## src/rtl/lsu_dccm_stbuf.sv

```systemverilog
// Store buffer between the LSU commit stage and the DCCM write port.
// Committed stores queue up in a small circular FIFO and drain to the
// DCCM on any cycle where loads and freeze leave the port free. A store
// that hits the word held in the youngest entry merges into it, so that
// partial-word writes to one word share a single DCCM write.
// Loads get per-byte forwarding from every entry still held, including
// the one draining this cycle.
module lsu_dccm_stbuf #(
  parameter int DEPTH  = 4,
  parameter int ADDR_W = 16,
  parameter int DATA_W = 32
) (
  input  logic                   clk,
  input  logic                   rst,
  input  logic                   st_valid,
  input  logic [ADDR_W-1:0]      st_addr,
  input  logic [DATA_W-1:0]      st_data,
  input  logic [DATA_W/8-1:0]    st_byteen,
  output logic                   st_ready,
  input  logic                   ld_rden,
  input  logic [ADDR_W-1:0]      ld_addr,
  input  logic                   lsu_freeze,
  output logic [DATA_W/8-1:0]    fwd_hit,
  output logic [DATA_W-1:0]      fwd_data,
  output logic                   dccm_wren,
  output logic [ADDR_W-1:0]      dccm_wr_addr,
  output logic [DATA_W-1:0]      dccm_wr_data,
  output logic [DATA_W/8-1:0]    dccm_wr_byteen,
  output logic                   stbuf_empty
);

  localparam int NB = DATA_W / 8;
  localparam int LW = $clog2(NB);
  localparam int PW = $clog2(DEPTH);
  localparam int WA = ADDR_W - LW;

  localparam logic [PW:0]   CNT_FULL = (PW+1)'(DEPTH);
  localparam logic [PW:0]   CNT_ONE  = (PW+1)'(1);
  localparam logic [PW-1:0] PTR_ONE  = PW'(1);

  logic [WA-1:0]     ent_addr [DEPTH];
  logic [DATA_W-1:0] ent_data [DEPTH];
  logic [NB-1:0]     ent_mask [DEPTH];

  logic [PW-1:0] head;
  logic [PW-1:0] tail;
  logic [PW-1:0] tail_m1;
  logic [PW:0]   count;

  logic [WA-1:0]     st_word;
  logic [WA-1:0]     ld_word;
  logic              drain;
  logic              accept;
  logic              coalesce;
  logic              alloc;
  logic [DATA_W-1:0] st_lane_data;
  logic [DATA_W-1:0] coal_data;
  logic [PW-1:0]     fwd_idx;
  logic              unused_addr_lsb;

  assign st_word = st_addr[ADDR_W-1:LW];
  assign ld_word = ld_addr[ADDR_W-1:LW];
  assign tail_m1 = tail - PTR_ONE;

  // Byte offset bits carry no information for word-granular entries.
  assign unused_addr_lsb = ^{st_addr[LW-1:0], ld_addr[LW-1:0]};

  assign st_ready    = (count != CNT_FULL);
  assign stbuf_empty = (count == '0);

  assign drain  = (count != '0) & ~ld_rden & ~lsu_freeze;
  assign accept = st_valid & st_ready;

  // The youngest entry is the head only when count==1; if it is leaving
  // this cycle the store must take a fresh slot instead of merging.
  assign coalesce = accept & (count != '0) & (ent_addr[tail_m1] == st_word)
                  & ~(drain & (tail_m1 == head));
  assign alloc    = accept & ~coalesce;

  // Lane-masked store data for a new entry, and merged data for coalescing.
  always_comb begin
    st_lane_data = '0;
    coal_data    = ent_data[tail_m1];
    for (int b = 0; b < NB; b++) begin
      if (st_byteen[b]) begin
        st_lane_data[8*b +: 8] = st_data[8*b +: 8];
        coal_data[8*b +: 8]    = st_data[8*b +: 8];
      end
    end
  end

  // FIFO pointers, occupancy and entry storage.
  always_ff @(posedge clk) begin
    if (rst) begin
      head  <= '0;
      tail  <= '0;
      count <= '0;
      for (int i = 0; i < DEPTH; i++) begin
        ent_mask[i] <= '0;
      end
    end else begin
      if (drain) begin
        head           <= head + PTR_ONE;
        ent_mask[head] <= '0;
      end
      if (coalesce) begin
        ent_data[tail_m1] <= coal_data;
        ent_mask[tail_m1] <= ent_mask[tail_m1] | st_byteen;
      end
      if (alloc) begin
        ent_addr[tail] <= st_word;
        ent_data[tail] <= st_lane_data;
        ent_mask[tail] <= st_byteen;
        tail           <= tail + PTR_ONE;
      end
      case ({alloc, drain})
        2'b10:   count <= count + CNT_ONE;
        2'b01:   count <= count - CNT_ONE;
        default: count <= count;
      endcase
    end
  end

  // DCCM write port presents the head entry whenever it drains.
  always_comb begin
    dccm_wren      = 1'b0;
    dccm_wr_addr   = '0;
    dccm_wr_data   = '0;
    dccm_wr_byteen = '0;
    if (drain) begin
      dccm_wren      = 1'b1;
      dccm_wr_addr   = {ent_addr[head], {LW{1'b0}}};
      dccm_wr_data   = ent_data[head];
      dccm_wr_byteen = ent_mask[head];
    end
  end

  // Forwarding walks oldest to youngest so the youngest valid lane wins.
  always_comb begin
    fwd_hit  = '0;
    fwd_data = '0;
    fwd_idx  = '0;
    for (int i = 0; i < DEPTH; i++) begin
      fwd_idx = head + PW'(i);
      if (((PW+1)'(i) < count) && (ent_addr[fwd_idx] == ld_word)) begin
        for (int b = 0; b < NB; b++) begin
          if (ent_mask[fwd_idx][b]) begin
            fwd_hit[b]          = 1'b1;
            fwd_data[8*b +: 8]  = ent_data[fwd_idx][8*b +: 8];
          end
        end
      end
    end
  end

endmodule

```

## config.mk

```make
export PLATFORM = sky130hd
export DESIGN_NAME = lsu_dccm_stbuf
export DESIGN_NICKNAME = d
export VERILOG_FILES = /design/src/rtl/lsu_dccm_stbuf.sv
export SDC_FILE = /design/constraint.sdc
export NUM_CORES = 1
export LEC_CHECK = 0
export CAP_MARGIN = 10
export CELL_PAD_IN_SITES_DETAIL_PLACEMENT = 2
export CELL_PAD_IN_SITES_GLOBAL_PLACEMENT = 2
export CORE_ASPECT_RATIO = 1.1
export CORE_MARGIN = 5
export CORE_UTILIZATION = 30
export DETAILED_ROUTE_END_ITERATION = 12
export GPL_TIMING_DRIVEN = 0
export PLACE_DENSITY = 0.67
export SLEW_MARGIN = 0
export SYNTH_ARGS = -nofsm -noshare
export SYNTH_HDL_FRONTEND = slang
export SYNTH_SLANG_ARGS = --single-unit
export TNS_END_PERCENT = 20
```

## constraint.sdc

```tcl
create_clock -name clk -period 6.6 [get_ports clk]
set_input_delay 0.99 -clock clk [delete_from_list [all_inputs] [get_ports clk]]
set_output_delay 0.99 -clock clk [all_outputs]
set_load 0.02 [all_outputs]
```

Word level (Yosys, flattened, before mapping)
Memory sizes are Yosys's and may differ from the RTL's. A register that Yosys moved wholly into a read port is not among the register bits.
Cells that the tools add are included.
Widths: inputs -> output; s select.
{"block": "op_classes", "n_eq_ne": 13, "mux": 81, "bitwise_logic": 13, "n_lt_le_gt_ge": 4, "reduce_logical": 15, "addsub": 7}
{"op": "$mux 32", "n": 6}
{"op": "$mux 8", "n": 24}
{"op": "$eq 14x14->1", "n": 5}
{"op": "$mux 4", "n": 9}
{"op": "$reduce_or 32->1", "n": 1}
{"op": "$mux 1", "n": 30}
{"op": "$mux 2", "n": 10}
{"op": "$mux 16", "n": 1}
{"op": "$reduce_or 4->1", "n": 3}
{"op": "$and 1x1->1", "n": 8}
{"op": "$reduce_and 2->1", "n": 4}
{"op": "$lt 1x3->1 const A", "n": 2}
{"op": "$lt 2x3->1 const A", "n": 2}
{"op": "$pmux 3 s2", "n": 1}
{"op": "$add 2x1->2 const B", "n": 2}
{"op": "$add 2x2->2 const B", "n": 2}
{"op": "$logic_and 1x1->1", "n": 4}
{"op": "$ne 1x1->1 const B", "n": 4}
{"op": "$not 1->1", "n": 4}
{"op": "$or 4x4->4", "n": 1}
{"op": "$add 3x1->3 const B", "n": 1}
{"op": "$logic_not 3->1", "n": 1}
{"op": "$ne 3x3->1 const B", "n": 1}
{"op": "$reduce_bool 3->1", "n": 1}
{"op": "other kinds (6)", "n": 6}
{"block": "totals", "ram_bits": 200, "register_bits": 7, "mem_count": 3, "out_inout_bits": 91, "in_bits": 73, "elab_cells": 139}
{"name": "ent_data", "depth": 4, "word_bits": 32, "rd": 4, "rd_clocked_by_memory_dff": 1, "wr": 1, "line_no": "42", "source": "logic [DATA_W-1:0] ent_data [DEPTH];"}
{"name": "ent_addr", "depth": 4, "word_bits": 14, "rd": 5, "rd_clocked_by_memory_dff": 1, "wr": 1, "line_no": "41", "source": "logic [WA-1:0] ent_addr [DEPTH];"}
{"name": "ent_mask", "depth": 4, "word_bits": 4, "rd": 5, "rd_clocked_by_memory_dff": 1, "wr": 4, "line_no": "43", "source": "logic [NB-1:0] ent_mask [DEPTH];"}

Depth between registers and ports, before layout
Gate-level depths: netlist of run 1.
{"block": "logic_depth", "ltp_word": 13, "depth_mapped": 17, "depth_no_buf": 14}

Worst setup path before layout of run 1
Ideal clock, no wire load.
{"block": "synth_path", "kind": "flip-flop to flip-flop", "from": "register tail[0]", "to": "memory ent_data[3][0] (enable)", "t_arrival_ps": 4106, "setup_ps": 370, "stages_incl_launch_ff": 15, "synth_period_minus_slack_ps": 4476, "required_time_ps": 6230, "setup_slack_ps": 2124, "path_buffers": 5, "cell_sequence": "dfxtp_1 > buf_2 > buf_2 > clkbuf_1 > inv_1 > ha_1 > clkbuf_1 > clkbuf_1 > mux4_2 > xnor2_1 > nand4_1 > nor3_2 > nor3b_1 > o21ai_2 > nor2_1"}
{"block": "synth_via", "elab_chain_cells": 12, "elab_cells_between_ends": 20, "cone_classes": "1 x add/sub; 2 x eq/ne; 8 x mux; 6 x bitwise; 2 x reduce/logical; 1 x memory"}
{"element": "start: declaration", "line_no": "46", "source": "logic [PW-1:0] tail;"}
{"element": "start signal: assignment", "line_no": "114", "source": "tail <= tail + PTR_ONE;"}
{"element": "$sub 2x1->2 *", "line_no": "63", "source": "assign tail_m1 = tail - PTR_ONE;"}
{"element": "via tail_m1[0]", "line_no": "47", "source": "logic [PW-1:0] tail_m1;"}
{"element": "$mem_v2 4x14 / $eq 2x2->1 (equally long branches)"}
{"element": "$eq 14x14->1 / $and 1x1->1 (equally long branches)", "line_no": "76, 77"}
{"element": "$and 1x1->1 / $not 1->1 (equally long branches)", "line_no": "76, 77"}
{"element": "$and 1x1->1", "line_no": "77", "source": "& ~(drain & (tail_m1 == head));"}
{"element": "$not 1->1", "line_no": "78", "source": "assign alloc = accept & ~coalesce;"}
{"element": "$and 1x1->1", "line_no": "78"}
{"element": "$mux 1", "line_no": "110", "source": "if (alloc) begin"}
{"element": "$mux 1", "line_no": "94", "source": "if (rst) begin"}
{"element": "$mux 1 (not written as such)", "line_no": "112", "source": "ent_data[tail] <= st_lane_data;"}
{"element": "$reduce_or 32->1 (no source line)"}
{"element": "$mux 2 (no source line) / $mux 4 (equally long branches)"}
{"element": "end: declaration", "line_no": "42"}
The timed path passes the listed nets; every way through them passes the cells marked *.

==> results.toml, run 1 <==
[run_status]
status = "completed"

[logic_synthesis]
syn_area_um2 = 14800
synth_top_cell_by_area = "edfxtp_1"
postSynthCellCount = 1048
yosysWarnings = 0
avgSynthCellArea_um2 = 14.1
synth_common_cells = "edfxtp_1 (200), mux4_2 (180), nor2_1 (87), and2_1 (56), mux2i_1 (56)"
synthDistinctLibCells = 62
synth_flop_cell = "edfxtp_1"
seq_area_frac_synth = 0.419
synth_area_leaders = "edfxtp_1 (41%), mux4_2 (27%), mux2i_1 (3.8%)"
synth_top_cell_area_share = 0.406
async_reset_ff_frac = 0
synth.most_common_cell = "edfxtp_1"
synth-seq-cells = 209
synth-edff-count = 200

[detailed_routing]
vias = 11021
avgViaCountPerCell = 5.83
routedWlPerCell_um = 29.2
drt_wl_total_um = 55300
drc_errors = 0
ant_nets = 0
first_pass_iters = 5
drt-initial-drc-count = 855

[critical_path]
slowest_stage = "clkdlybuf4s50_1"
critPathMaxFanout = 10
critPathTopFamily = "buffers and inverters"
path_buf_inv = 3
critical_path_arrival_ns = 5.35
cp_common_cell = "buf_2"
path_cells = "buf_2 > buf_2 > mux4_2 > a22oi_1 > nand4_1 > nor4_4 > nand3_1 > a21oi_4 > a221oi_1 > a21oi_1 > clkdlybuf4s50_1"
ff2ff_setup_slack_ns = 0.41
worst_setup_path_end_kind = "output port"
cpPeakStageDelay_ns = 0.67
startpoint_type = "flip-flop"
critPathRequiredTime_ns = 5.61
worstSetupPathType = "flip-flop to output port"

[final_layout]
fin_util = 0.367
n_antenna_cell = 0
layout-drive-gt1-share = 0.258
fill_cells = 4892
final_net_count = 1303
area_growth_pct = 21.4

[hold_path]
hold_path.class = "flip-flop to flip-flop"

[placement]
portBuffers = 146
pre_cts_ws_ns = -0.361
dp_hpwl_um = 40600
place_congestion = 0.881

[floorplanning]
start_util = 0.303
core.rowCount = 85
ioPinCount = 164
core_area_um2 = 48800
fp.dieArea_um2 = 53800
die-height_um = 243
fp.dieW_um = 222

[timing]
tns_ns = 0
max-slew-margin-rel = 0.283
final_hold_viol_count = 0
clock_skew_ns = 0.0190
drv_slew = 0
rsz0062_at_grt = "no"
fin_crit_sh = 0.961
fin_ws_ns = 0.257
worst_slew_pin_slew_ns = 1.08
fin_crit_ns = 6.34
final-setup-viol-count = 0
timing.hold.ws_ns = 0.589
fmax_ghz = 0.158

[grt]
grt_max_degree = 20
grt_overflow = 0
grt.total_usage = 0.200
grt_pass1_wl_um = 81800
grt_antenna_before_repair = 0
grt_pass1_vias = 11958

[power]
p_sw_frac = 0.298
clkPwrFrac = 0.345
power_density_nw_per_um2 = 220
p_leak_nw = 5.41
total_power_mw = 3.94
vdd_drop_max_v = 0.000154
p_int_mw = 2.77
comb_power_share = 0.259
power_switching_mw = 1.18
seqPwrFrac = 0.396

[clocking]
h-tree-depth = 1
cts_made_buffers = 23
clk_pin_slew_ns = 0.07
clock_tree.buffer_depth = 3
insertion_delay_ns = 0.55
cts-root-buf = "clkbuf_16"
clock-sinks = 209
cts_tree = "built"
cts_setup_buffers = 0
hold_buffers = 0

[job]
cap_violations = 0
## per-layer routing
metal	up-vias	track usage	part of all wire
li1	4621	-	-
met1	5991	0.263	0.41
met2	349	0.354	0.51
met3	60	0.0221	0.050
met4	0	0.0479	0.022
met5	-	0	0
## final cells by class
| class | instances | area [um2] | share of cell area |
|---|---|---|---|
| buffer | 84 | 457 | 0.0255 |
| clock buffer | 25 | 583 | 0.0325 |
| clock inverter | 17 | 201 | 0.0112 |
| inverter | 15 | 56.3 | 0.00314 |
| multi-input combinational | 740 | 8160 | 0.455 |
| sequential | 209 | 6190 | 0.345 |
| tap | 652 | 816 | 0.0455 |
| timing repair buffer | 148 | 1480 | 0.0826 |
## power by group through the flow
stage	registers, mW	logic, mW	clock network, mW
after CTS	1.56	1.02	1.40
final	1.56	1.02	1.36
after global routing	1.57	1.08	1.45
after global placement	1.58	0.999	0
after detailed placement	1.59	1.01	0
after floorplan	1.57	0.662	0
## kinds of logic (layout without fill, tap and decap cells)
| family | Yosys count | after routing | share of synthesized area |
|---|---|---|---|
| buffers and inverters | 100 | 289 | 0.0348 |
| xor gates and xnor gates | 73 | 73 | 0.0433 |
| AOI/OAI and AO/OA | 139 | 139 | 0.0733 |
| and+or+nand+nor | 267 | 267 | 0.0977 |
| adders and majority gates | 9 | 9 | 0.00762 |
| other | 1 | 2 | 0.000254 |
| muxes | 250 | 250 | 0.324 |
| DFF | 209 | 209 | 0.419 |
## registers in the layout (all words and copies together) (netlist names), named ones only
name,flops
count,3
ent_addr,56
ent_data,128
ent_mask,16
head,2
tail,2
## metrics by stage
stage	cells	cell area (um2)
finish	1890	17900
global placement	1847	17100
CTS	1889	17900
global route	1890	17900
floorplan	1049	14800
detailed placement	1848	17100
## path summary, 6_finish.rpt
check                                            endpoint  depth (start not counted)            startpoint
worst max-delay path                         fwd_data[30]                         11             flip-flop
worst max register to register  ent_data[1][18]$_DFFE_PP_                         14  tail[0]$_SDFFE_PP0P_
worst min-delay path                 tail[1]$_SDFFE_PP0P_                          2  tail[1]$_SDFFE_PP0P_
worst min register to register       tail[1]$_SDFFE_PP0P_                          2  tail[1]$_SDFFE_PP0P_
## placed cells by master, fill, tap and decap left out, types with 9 or more instances in the layout
master and count:
mux2_2 12, and2_1 56, edfxtp_1 200, nor2b_1 36, nor2_2 12, buf_2 28
nor2_1 71, xor2_1 27, clkbuf_16 23, buf_1 9, a21oi_1 18, mux2i_1 56
nand3_1 15, clkdlybuf4s50_1 146, buf_4 11, inv_1 11, nand4_1 12, ha_1 9
o22ai_1 36, dfxtp_1 9, xnor2_1 46, a221oi_1 41, mux4_2 180, clkbuf_1 29
nand2_1 19
## worst register-to-register path: cells and delay by family, from the launching register on
kind                       cells  cell delay, ns
buffers and inverters          5            1.81
DFF                            1            0.37
and+or+nand+nor                5            2.51
xor gates and xnor gates       1            0.19
muxes                          2            0.67
adders and majority gates      1            0.31
## repair_timing
action                                  4_1_cts  5_1_grt
endpoints found under the setup margin      160      197
resized for setup                            18        7
gates cloned                                  0        0
(Power assumes the default switching activity.)
==> run 2, diff against run 1 <==
--- a/config.mk
+++ b/config.mk
@@ -10,10 +10,11 @@
 export CELL_PAD_IN_SITES_GLOBAL_PLACEMENT = 2
 export CORE_ASPECT_RATIO = 1.1
 export CORE_MARGIN = 5
-export CORE_UTILIZATION = 30
+export CORE_UTILIZATION = 35
 export DETAILED_ROUTE_END_ITERATION = 12
 export GPL_TIMING_DRIVEN = 0
-export PLACE_DENSITY = 0.67
+export PLACE_DENSITY = 0.75
+export SETUP_SLACK_MARGIN = 0.1
 export SLEW_MARGIN = 0
 export SYNTH_ARGS = -nofsm -noshare
 export SYNTH_HDL_FRONTEND = slang
==> results.toml, run 2 (same netlist as run 1, synthesis figures left out) <==
[run_status]
status = "completed"

[critical_path]
startpoint_type = "flip-flop"
cp.depth = 12
worstSetupPathType = "flip-flop to output port"
path_buf_inv = 4
worst_setup_path_end_kind = "output port"
critical_path_arrival_ns = 5.42
critPathMaxFanout = 10
slowest_stage = "clkdlybuf4s50_1"
cp_common_cell = "buf_2"
cpPeakStageDelay_ns = 0.67
critPathTopFamily = "buffers and inverters"
critPathRequiredTime_ns = 5.61
path_cells = "buf_6 > buf_2 > buf_2 > mux4_2 > a22oi_1 > nand4_1 > nor4_2 > nand3_1 > a21oi_4 > a221oi_1 > a21oi_1 > clkdlybuf4s50_1"
rr_worst_depth = 14

[hold_path]
hold_path.class = "flip-flop to flip-flop"
min_path_cells = 2

[final_layout]
layout-drive-gt1-share = 0.260
layout_commonest_cell = "edfxtp_1"
final_cell_area_um2 = 17800
top_register = "ent_data"
final_net_count = 1304
area_growth_pct = 20.6
reg_top3 = "ent_data: 128 flops, ent_addr: 56 flops, ent_mask: 16 flops"
largest_reg_flops = 128
fin_util = 0.424
fill_cells = 4114
n_antenna_cell = 0
layout_common_cells = "edfxtp_1 (200), mux4_2 (180), clkdlybuf4s50_1 (146), nor2_1 (72)"
final-instance-count-excl-fill = 1807

[placement]
portBuffers = 146
place_area_um2 = 17000
place_congestion = 0.944
pre_cts_ws_ns = -0.356
dp_cells = 1763
dp_hpwl_um = 39900

[timing]
fin_crit_ns = 6.41
final-setup-viol-count = 0
fmax_ghz = 0.156
tns_ns = 0
fin_ws_ns = 0.186
worst_slew_pin_slew_ns = 1.17
rsz0062_at_grt = "no"
final_hold_viol_count = 0
max-slew-margin-rel = 0.217
clock_skew_ns = 0.0129
fin_crit_sh = 0.972
drv_slew = 0
timing.hold.ws_ns = 0.596

[power]
total_power_mw = 3.93
p_leak_nw = 5.41
power_density_nw_per_um2 = 220
vdd_drop_max_v = 0.000169

[floorplanning]
fp.dieArea_um2 = 46400
ioPinCount = 164
fp.dieW_um = 206
core.rowCount = 79
start_util = 0.352
core_area_um2 = 42000
die-height_um = 226

[detailed_routing]
avgViaCountPerCell = 6.16
routedWlPerCell_um = 30.2
vias = 11124
drc_errors = 0
ant_nets = 0
drt_wl_total_um = 54500
first_pass_iters = 5
drt-initial-drc-count = 970

[job]
cap_violations = 0

[grt]
grt_antenna_before_repair = 2
grt_overflow = 0
grt_max_degree = 15
grt_pass1_vias = 11870
grt.total_usage = 0.233
grt_pass1_wl_um = 80800

[clocking]
hold_buffers = 0
clk_pin_slew_ns = 0.06
cts_tree = "built"
clock_tree.buffer_depth = 3
cts_made_buffers = 24
cts_resized = 21
h-tree-depth = 1
insertion_delay_ns = 0.55
cts_setup_buffers = 0
cts-root-buf = "clkbuf_16"
clock-sinks = 209
-- run 2: cell count changes in the layout (fill, tap and decap cells not counted), moves of 2 or more --
cell,change
buf_2,+2
clkbuf_1,+2
clkinv_1,-2
nor4_2,+2
-- run 2: worst reg2reg max path: stages (launching register included) --
cell	delay [ns]
dfxtp_1	0.35
buf_2	0.32
buf_2	0.49
clkbuf_2	0.40
inv_1	0.17
ha_1	0.30
clkbuf_1	0.49
buf_2	0.42
xor2_1	0.11
a311oi_1	0.60
nand4_1	0.39
nor3_4	0.48
and3_1	0.24
o21ai_2	0.20
nor2_1	0.76
-- run 2: layout make-up --
type / instances / area [um2] / area share
plain buffers: 85 / 463 / 0.0260
clock buffers: 28 / 616 / 0.0345
clock inverters: 16 / 173 / 0.00969
inverters: 15 / 56.3 / 0.00316
multi-input cells: 740 / 8150 / 0.457
flip-flops and latches: 209 / 6190 / 0.347
well taps: 567 / 709 / 0.0398
repair buffers: 147 / 1470 / 0.0823
-- run 2: layer usage --
metal  share of wire  track usage
met5               0            0
met4           0.018       0.0505
met3           0.063       0.0311
met2            0.50        0.392
met1            0.42        0.324
-- run 2: path summary, 6_finish.rpt --
path	from	end	slack (ns)
worst max-delay path	flip-flop	fwd_data[30]	0.19
worst max register to register	tail[0]$_SDFFE_PP0P_	ent_data[0][17]$_DFFE_PP_	0.50
worst min-delay path	tail[1]$_SDFFE_PP0P_	tail[1]$_SDFFE_PP0P_	0.60
worst min register to register	tail[1]$_SDFFE_PP0P_	tail[1]$_SDFFE_PP0P_	0.60
-- run 2: report_power, final --
group / internal [mW] / total [mW] / switching, mW
Clock: 0.788 / 1.35 / 0.564
Combinational: 0.452 / 1.02 / 0.564
Sequential: 1.51 / 1.56 / 0.0490
Total: 2.75 / 3.93 / 1.18
==> run 3, diff against run 2 <==
--- a/config.mk
+++ b/config.mk
@@ -5,6 +5,7 @@
 export SDC_FILE = /design/constraint.sdc
 export NUM_CORES = 1
 export LEC_CHECK = 0
+export ABC_AREA = 1
 export CAP_MARGIN = 10
 export CELL_PAD_IN_SITES_DETAIL_PLACEMENT = 2
 export CELL_PAD_IN_SITES_GLOBAL_PLACEMENT = 2
@@ -13,7 +14,7 @@
 export CORE_UTILIZATION = 35
 export DETAILED_ROUTE_END_ITERATION = 12
 export GPL_TIMING_DRIVEN = 0
-export PLACE_DENSITY = 0.75
+export PLACE_DENSITY = 0.92
 export SETUP_SLACK_MARGIN = 0.1
 export SLEW_MARGIN = 0
 export SYNTH_ARGS = -nofsm -noshare
==> results.toml, run 3 <==
[logic_synthesis]
synthDistinctLibCells = 37
synth_common_cells = "nand2_1 (946), nor2_1 (334), inv_1 (235), edfxtp_1 (200), o21ai_0 (183)"
synth_area_leaders = "edfxtp_1 (38%), nand2_1 (22%), nor2_1 (7.8%)"
synth_top_cell_area_share = 0.376
synth-seq-cells = 209
postSynthCellCount = 2438
async_reset_ff_frac = 0
seq_area_frac_synth = 0.387
avgSynthCellArea_um2 = 6.56
synth-edff-count = 200
synth.most_common_cell = "nand2_1"
syn_area_um2 = 16000
synth_flop_cell = "edfxtp_1"
synth_top_cell_by_area = "edfxtp_1"
yosysWarnings = 0

[critical_path]
path_cells = "clkdlybuf4s50_1 > inv_1 > nand3_1 > o21ai_0 > nor2_1 > nand2_1 > nor2_1 > nand2_1 > nor2_1 > nand3_1 > nand2_1 > nand2_1 > nand2_1 > clkdlybuf4s50_1"
cp_common_cell = "nand2_1"
critPathRequiredTime_ns = 5.61
critPathMaxFanout = 8
critical_path_arrival_ns = 5.22
startpoint_type = "primary input"
path_buf_inv = 3
worstSetupPathType = "primary input to output port"
slowest_stage = "nor2_1"
cpPeakStageDelay_ns = 0.90
worst_setup_path_end_kind = "output port"
critPathTopFamily = "simple AND/OR/NAND/NOR gates"

[floorplanning]
core_area_um2 = 45300
ioPinCount = 164
start_util = 0.353
core.rowCount = 82
fp.dieArea_um2 = 50100
die-height_um = 234
fp.dieW_um = 214

[grt]
grt.total_usage = 0.350
grt_overflow = 0
grt_max_degree = 15
grt_antenna_before_repair = 0
grt_pass1_vias = 21521
grt_pass1_wl_um = 133000

[final_layout]
n_antenna_cell = 0
layout_common_cells = "nand2_1 (946), nor2_1 (330), inv_1 (235), edfxtp_1 (200), o21ai_0 (183)"
layout-drive-gt1-share = 0.0562
final-instance-count-excl-fill = 3237
largest_reg_flops = 128
layout_commonest_cell = "nand2_1"
area_growth_pct = 19.9
fin_util = 0.423
final_net_count = 2714
top_register = "ent_data"
reg_top3 = "ent_data: 128 flops, ent_addr: 56 flops, ent_mask: 16 flops"

[clocking]
insertion_delay_ns = 0.59
hold_buffers = 0
clock_tree.buffer_depth = 3
cts_setup_buffers = 0
cts_made_buffers = 25
clk_pin_slew_ns = 0.06
h-tree-depth = 1
clock-sinks = 209
cts-root-buf = "clkbuf_16"
cts_resized = 0
cts_tree = "built"

[timing]
final_hold_viol_count = 0
fin_crit_sh = 0.941
max-slew-margin-rel = 0.0942
clock_skew_ns = 0.0440
rsz0062_at_grt = "no"
fin_crit_ns = 6.21
final-setup-viol-count = 0
tns_ns = 0
worst_slew_pin_slew_ns = 1.36
drv_slew = 0
fmax_ghz = 0.161

[job]
cap_violations = 0

[placement]
dp_cells = 3193
dp_hpwl_um = 66100
portBuffers = 156
place_congestion = 0.944

[run_status]
status = "completed"

[detailed_routing]
vias = 19286
routedWlPerCell_um = 27.9
ant_nets = 0
drt-initial-drc-count = 1538
first_pass_iters = 7
avgViaCountPerCell = 5.96
drt_wl_total_um = 90400
drc_errors = 0

[power]
vdd_drop_max_v = 0.000227
power_density_nw_per_um2 = 286
p_leak_nw = 8.59

[hold_path]
hold_path.class = "flip-flop to flip-flop"
[run 3: cell count changes after synthesis, moves of 32 or more]
cell / change
a21oi_1: +48
a221oi_1: -37
a32oi_1: +32
and2_1: -55
inv_1: +224
mux2i_1: -56
mux4_2: -180
nand2_1: +927
nand3_1: +119
nor2_1: +247
nor2b_1: -36
o21ai_0: +178
xnor2_1: -46
[run 3: logic make-up after synthesis]
group,after synthesis,synth area share
other cells,1,0.000235
buf+inv,373,0.0970
compound gates,329,0.120
flops,209,0.387
simple gates,1503,0.382
fa+ha+maj,9,0.00704
xor+xnor,14,0.00767
[run 3: final timing paths]
| kind | to | depth (start not counted) | startpoint | slack, ns |
|---|---|---|---|---|
| hold reg to reg | count[0]$_SDFFE_PP0P_ | 2 | count[0]$_SDFFE_PP0P_ | 0.64 |
| setup reg to reg | ent_data[1][9]$_DFFE_PP_ | 22 | tail[0]$_SDFFE_PP0P_ | 0.47 |
| setup / recovery | fwd_data[22] | 14 | ld_addr[13] | 0.39 |
| hold / removal | count[0]$_SDFFE_PP0P_ | 2 | count[0]$_SDFFE_PP0P_ | 0.64 |
[run 3: power breakdown]
group	internal [mW]	switching [mW]	leakage (nW)
sequential	1.60	0.112	1.91
combinational	0.621	1.74	6.30
clock	0.776	0.636	0.368
[run 3: final cells by class]
cell class / instances / area (um2)
sequential: 209 / 6190
clock inverter: 14 / 138
fill: 5517 / 26200
clock buffer: 30 / 644
inverter: 241 / 910
multi-input combinational: 1857 / 8300
tap: 588 / 736
buffer: 132 / 642
timing repair buffer: 166 / 1630
[run 3: tightest hold or removal path, stage by stage, from the launching register on]
cell and delay [ns]:
dfxtp_1 0.37, xor2_1 0.18, nor2_1 0.05
[run 3: layer usage]
metal / routed length [um] / track usage / share of wire
met2: 43400 / 0.606 / 0.48
met3: 6540 / 0.0522 / 0.072
met1: 34000 / 0.404 / 0.38
met5: 0 / 0 / 0
met4: 6500 / 0.222 / 0.072
[run 3: stage by stage]
step	cell area, um2	total power [mW]	hold WS (ns)	setup WS, ns
finish	19200	5.48	0.643	0.387
global route	19200	5.68	0.683	0.330
CTS	19200	5.42	0.637	0.533
global placement	18300	3.75	0.591	0.670
floorplan	16000	3.02	0.509	2.57
detailed placement	18400	3.96	0.632	0.619
